$ cat config.mk
export PLATFORM = sky130hd
export DESIGN_NAME = ifu
export DESIGN_NICKNAME = d
export VERILOG_FILES = /design/src/rtl/ifu.sv
export SDC_FILE = /design/constraint.sdc
export NUM_CORES = 1
export LEC_CHECK = 0
export CAP_MARGIN = 20
export CELL_PAD_IN_SITES_DETAIL_PLACEMENT = 0
export CELL_PAD_IN_SITES_GLOBAL_PLACEMENT = 1
export CORE_ASPECT_RATIO = 2
export CORE_MARGIN = 5
export CORE_UTILIZATION = 35
export CTS_CLUSTER_SIZE = 20
export DETAILED_ROUTE_END_ITERATION = 10
export DONT_BUFFER_PORTS = 1
export PLACE_DENSITY = 0.58
export SLEW_MARGIN = 10
export SYNTH_ARGS = -nofsm -noshare
export SYNTH_HDL_FRONTEND = slang
export SYNTH_SLANG_ARGS = --single-unit
$ cat constraint.sdc
create_clock -name clk -period 14.55 [get_ports clk]
set_clock_uncertainty 0.05 [all_clocks]
set_input_delay 2.91 -clock clk [delete_from_list [all_inputs] [get_ports clk]]
set_output_delay 2.91 -clock clk [all_outputs]
set_load 0.005 [all_outputs]
$ cat src/rtl/ifu.sv
// ifu: instruction fetch unit with a 2-entry prefetch FIFO, in front of a 1-cycle-latency instruction SRAM.
// Define IFU_PERF_EN to enable the delivered-instruction and bubble-cycle counters.
module ifu #(
    parameter logic [31:0] RESET_PC  = 32'h0000_0000,
    parameter logic [31:0] NOP_INSTR = 32'h0000_0013
) (
    input  logic        clk,
    input  logic        rst,
    output logic        rom_en_o,
    output logic [31:0] rom_addr_o,
    input  logic [31:0] rom_data_i,
    input  logic        jump_i,
    input  logic [31:0] jump_addr_i,
    input  logic        ls_hold_i,
    output logic [31:0] instr_o,
    output logic [31:0] pc_o,
    output logic [31:0] fetch_cnt_o,
    output logic [31:0] bubble_cnt_o
);
    logic [31:0] r_fetch_pc, r_inflight_pc, r_last_pc;
    logic [31:0] r_fifo_instr [2];
    logic [31:0] r_fifo_pc [2];
    logic [1:0]  r_cnt;
    logic        r_inflight;
    logic        w_empty, w_pop, w_push, w_req, w_wr_idx, w_unused;
    logic [2:0]  w_occ;

    assign w_empty  = r_cnt == 2'd0;
    assign w_pop    = !w_empty && !ls_hold_i && !jump_i;
    assign w_push   = r_inflight && !jump_i;
    // Occupancy after this cycle's pop, counting the response still on its way.
    assign w_occ    = {1'b0, r_cnt} + {2'b00, r_inflight} - {2'b00, w_pop};
    assign w_req    = !rst && (jump_i || w_occ < 3'd2);
    assign w_wr_idx = (r_cnt - {1'b0, w_pop}) != 2'd0;
    assign w_unused = ^jump_addr_i[1:0];

    assign rom_en_o   = w_req;
    assign rom_addr_o = jump_i ? {jump_addr_i[31:2], 2'b00} : r_fetch_pc;
    assign instr_o    = (rst || w_empty) ? NOP_INSTR : r_fifo_instr[0];
    assign pc_o       = rst ? RESET_PC : w_empty ? r_last_pc : r_fifo_pc[0];

    always_ff @(posedge clk) begin
        if (rst) begin
            r_cnt         <= 2'd0;
            r_inflight    <= 1'b0;
            r_inflight_pc <= '0;
            r_fetch_pc    <= {RESET_PC[31:2], 2'b00};
            r_last_pc     <= RESET_PC;
        end else begin
            r_inflight <= w_req;
            if (w_req) begin
                r_inflight_pc <= rom_addr_o;
                r_fetch_pc    <= rom_addr_o + 32'd4;
            end
            if (jump_i) begin
                r_cnt <= 2'd0;
            end else begin
                r_cnt <= r_cnt + {1'b0, w_push} - {1'b0, w_pop};
                if (w_pop) begin
                    r_fifo_instr[0] <= r_fifo_instr[1];
                    r_fifo_pc[0]    <= r_fifo_pc[1];
                    r_last_pc       <= r_fifo_pc[0];
                end
                if (w_push) begin
                    r_fifo_instr[w_wr_idx] <= rom_data_i;
                    r_fifo_pc[w_wr_idx]    <= r_inflight_pc;
                end
            end
        end
    end

`ifdef IFU_PERF_EN
    logic [31:0] r_fetch_cnt, r_bubble_cnt;

    always_ff @(posedge clk) begin
        if (rst) begin
            r_fetch_cnt  <= '0;
            r_bubble_cnt <= '0;
        end else begin
            if (w_pop) r_fetch_cnt <= r_fetch_cnt + 32'd1;
            if (w_empty && !ls_hold_i && !jump_i) r_bubble_cnt <= r_bubble_cnt + 32'd1;
        end
    end

    assign fetch_cnt_o  = r_fetch_cnt;
    assign bubble_cnt_o = r_bubble_cnt;
`else
    assign fetch_cnt_o  = '0;
    assign bubble_cnt_o = '0;
`endif
endmodule

==> flow_metrics.env <==
export IMPL_outcome="complete, no violations"
export IMPL_nets=1031
export IMPL_synthDistinctLibCells=55
export IMPL_power_total_mw=1.43
export IMPL_maxSlewHeadroom=0.323
export IMPL_hold_ws_ns=0.404
export IMPL_reg2reg_from="r_cnt[1]"
export IMPL_synth_edf_count=128
export IMPL_worstHoldPathType="register to register"
export IMPL_grt_antenna_before_repair=0
export IMPL_synthArstFlopShare=0
export IMPL_rsz0062_at_grt="no"
export IMPL_io_pins=229
export IMPL_yosysWarnings=0
export IMPL_cts_htree_levels=1
export IMPL_port_buffer_count=0
export IMPL_cts_root_buf="clkbuf_16"
export IMPL_holdCritStartpoint="r_last_pc[3]"
export IMPL_filler_cell_count=2903
export IMPL_drv_cap=0
export IMPL_fin_crit_ns=9.44
export IMPL_cts_setup_buffers=0
export IMPL_grt_usage=0.144
export IMPL_cp_max_fo=72
export IMPL_synth_main_ff_cell="edfxtp_1"
export IMPL_clk_pin_slew_worst_paths_ns=0.07
export IMPL_clk_path_buf_depth=3
export IMPL_pwr_density_cell_mw_per_mm2=126
export IMPL_post_route_period_util=0.649
export IMPL_final_hold_viol_count=0
export IMPL_ant_nets=0
export IMPL_yosysSeqAreaShare=0.552
export IMPL_drt_first_pass_iters=7
export IMPL_clock_sinks=225
export IMPL_regArea_mm2=0.00579
export IMPL_syn_area_mm2=0.0105
export IMPL_worstSetupPathType="primary input to output port"
export IMPL_ys_top_cells_by_count="nand2_1, edfxtp_1, dfxtp_1, a21oi_1, mux2_2"
export IMPL_overflow=0
export IMPL_tightest_slew_ns=0.987
export IMPL_row_count=89
export IMPL_multiInputGateArea_mm2=0.00415
export IMPL_end_kind="output port"
export IMPL_vdd_drop_max_uv=85.5
export IMPL_max_freq_mhz=106
export IMPL_setup_tns_ns=0
export IMPL_synth_seq_cells=225
export IMPL_diodes=0
export IMPL_cp_data_arrival_time_ns=6.48
export IMPL_grt_max_degree=130
export IMPL_regToRegEndpoint="r_fetch_pc[21]"
export IMPL_die_h_um=255
export IMPL_drt_wl_total_mm=25.7
export IMPL_tritoncts="done"
export IMPL_synth_most_common_cell="nand2_1"
export IMPL_first_iter_violations=270
export IMPL_timing_final_ws_setup_ns=5.11
export IMPL_place_ws_ns=5.02
export IMPL_dieArea_mm2=0.0337
export IMPL_postCtsHoldBufs=0
export IMPL_vias=6697
export IMPL_routed_via_density=5.01
export IMPL_synth_top_area_cell="edfxtp_1"
export IMPL_drive_above_1_share=0.137
export IMPL_synth_area_leaders="edfxtp_1, dfxtp_1, mux2_2"
export IMPL_die_w_um=132
export IMPL_setup_viol=0
export IMPL_routabilityCongestion=0.758
export IMPL_wl_per_cell_um=19.2
export IMPL_synthCells=988
export IMPL_area_growth_syn_to_layout_pct=8.02
export IMPL_coreArea_mm2=0.0295
export IMPL_start_util=0.355
export IMPL_drc=0
export IMPL_grt_pass1_vias=6512
export IMPL_r2r_slack_ns=9.60
export IMPL_slew_viol_final=0
export IMPL_grt_pass1_wl_mm=39.1
export IMPL_cts_made_buffers=21
export IMPL_ctsResizeCount=0
export IMPL_reg2regPathDepth=12
export IMPL_hpwl_mm=17.6
export IMPL_critPathRequiredTime_ns=11.59
export IMPL_syn_avg_cell_area_um2=10.6
export IMPL_clk_latency_ns=0.50
export IMPL_leakagePower_nw=4.15
export IMPL_synth_top_area_frac=0.367
export IMPL_min_path_cells=2
export IMPL_start_kind="primary input"
export IMPL_hold_path_end="r_last_pc[3]"
[routing by layer]
metal,up-vias,part of all wire,global-route usage
met4,0,0.019,0.0416
met1,3192,0.39,0.167
met3,24,0.061,0.0272
met2,197,0.53,0.267
li1,3284,-,-
met5,-,0,0
[kinds of logic (layout without fill, tap and decap cells)]
kind of cell | Yosys count | after routing | share of synthesized area
XOR/XNOR | 13 | 13 | 0.0109
AND/OR/NAND/NOR | 363 | 363 | 0.170
flip-flops | 225 | 225 | 0.552
multiplexers | 93 | 93 | 0.0978
other | 1 | 64 | 0.000358
AO/OA/AOI/OAI | 139 | 139 | 0.0826
adder cells (fa/ha/maj) | 5 | 5 | 0.00668
buffers and inverters | 149 | 70 | 0.0797
[area by class of cell]
type,instances,share of cell area
clock inverters,15,0.0214
flip-flops and latches,225,0.511
inverters,25,0.00828
multi-input cells,677,0.366
well taps,364,0.0402
repair buffers,8,0.00563
clock buffers,22,0.0476
[critical path, stage by stage]
cell and delay (ns):
nor2_1 0.15, nand2_1 0.08, inv_1 0.53, ha_1 0.35, nor2b_1 0.14, fa_1 0.48
o21bai_4 0.15, buf_4 0.51, nand2b_1 0.48, inv_1 0.61
[worst max path at each step]
stage / from / endpoint / slack (ns)
4_1_cts: jump_i / rom_en_o / 5.02
3_5_place_dp: jump_i / rom_en_o / 5.02
6_report: jump_i / rom_en_o / 5.11
5_1_grt: jump_i / rom_en_o / 4.83
2_1_floorplan: jump_i / r_fifo_instr[1][0] / 4.08
3_3_place_gp: jump_i / rom_en_o / 5.05
[state kept, by name, indices dropped and copies added (netlist names)]
| signal | count |
|---|---|
| r_inflight | 1 |
| r_fetch_pc | 32 |
| r_cnt | 2 |
| r_inflight_pc | 30 |
| r_last_pc | 32 |
| r_fifo_instr | 64 |
| r_fifo_pc | 64 |
[power breakdown]
group	switching [mW]	leakage (nW)	internal (mW)	total [mW]
logic	0.0572	1.79	0.0332	0.0904
clock network	0.252	0.376	0.379	0.631
registers	0.0148	1.98	0.695	0.710
total	0.324	4.15	1.11	1.43
[metrics by stage]
step	utilization	cells	instance area, um2
6_report	0.384	1336	11300
5_1_grt	0.384	1336	11300
4_1_cts	0.383	1335	11300
3_5_place_dp	0.357	1298	10500
3_3_place_gp	0.357	1298	10500
2_1_floorplan	-	1051	10700
[placed cells by master, fill, tap and decap left out, types with 5 or more instances in the layout]
| cell type | instances |
|---|---|
| nand2_1 | 136 |
| edfxtp_1 | 128 |
| dfxtp_1 | 97 |
| mux2_2 | 76 |
| a21oi_1 | 76 |
| conb_1 | 64 |
| nor2_1 | 60 |
| and2_1 | 34 |
| inv_1 | 25 |
| nand3_1 | 24 |
| clkbuf_16 | 21 |
| nand2b_1 | 20 |
| nor3_1 | 20 |
| mux2i_1 | 17 |
| a211oi_1 | 16 |
| xnor2_1 | 12 |
| nand3b_1 | 12 |
| nand4_1 | 12 |
| o21ai_0 | 10 |
| or4_1 | 8 |
| buf_4 | 7 |
| bufinv_16 | 6 |
| or3_1 | 5 |
| nor3b_1 | 5 |
| o31ai_1 | 5 |
No activity file was read; power rests on OpenSTA's default activity.
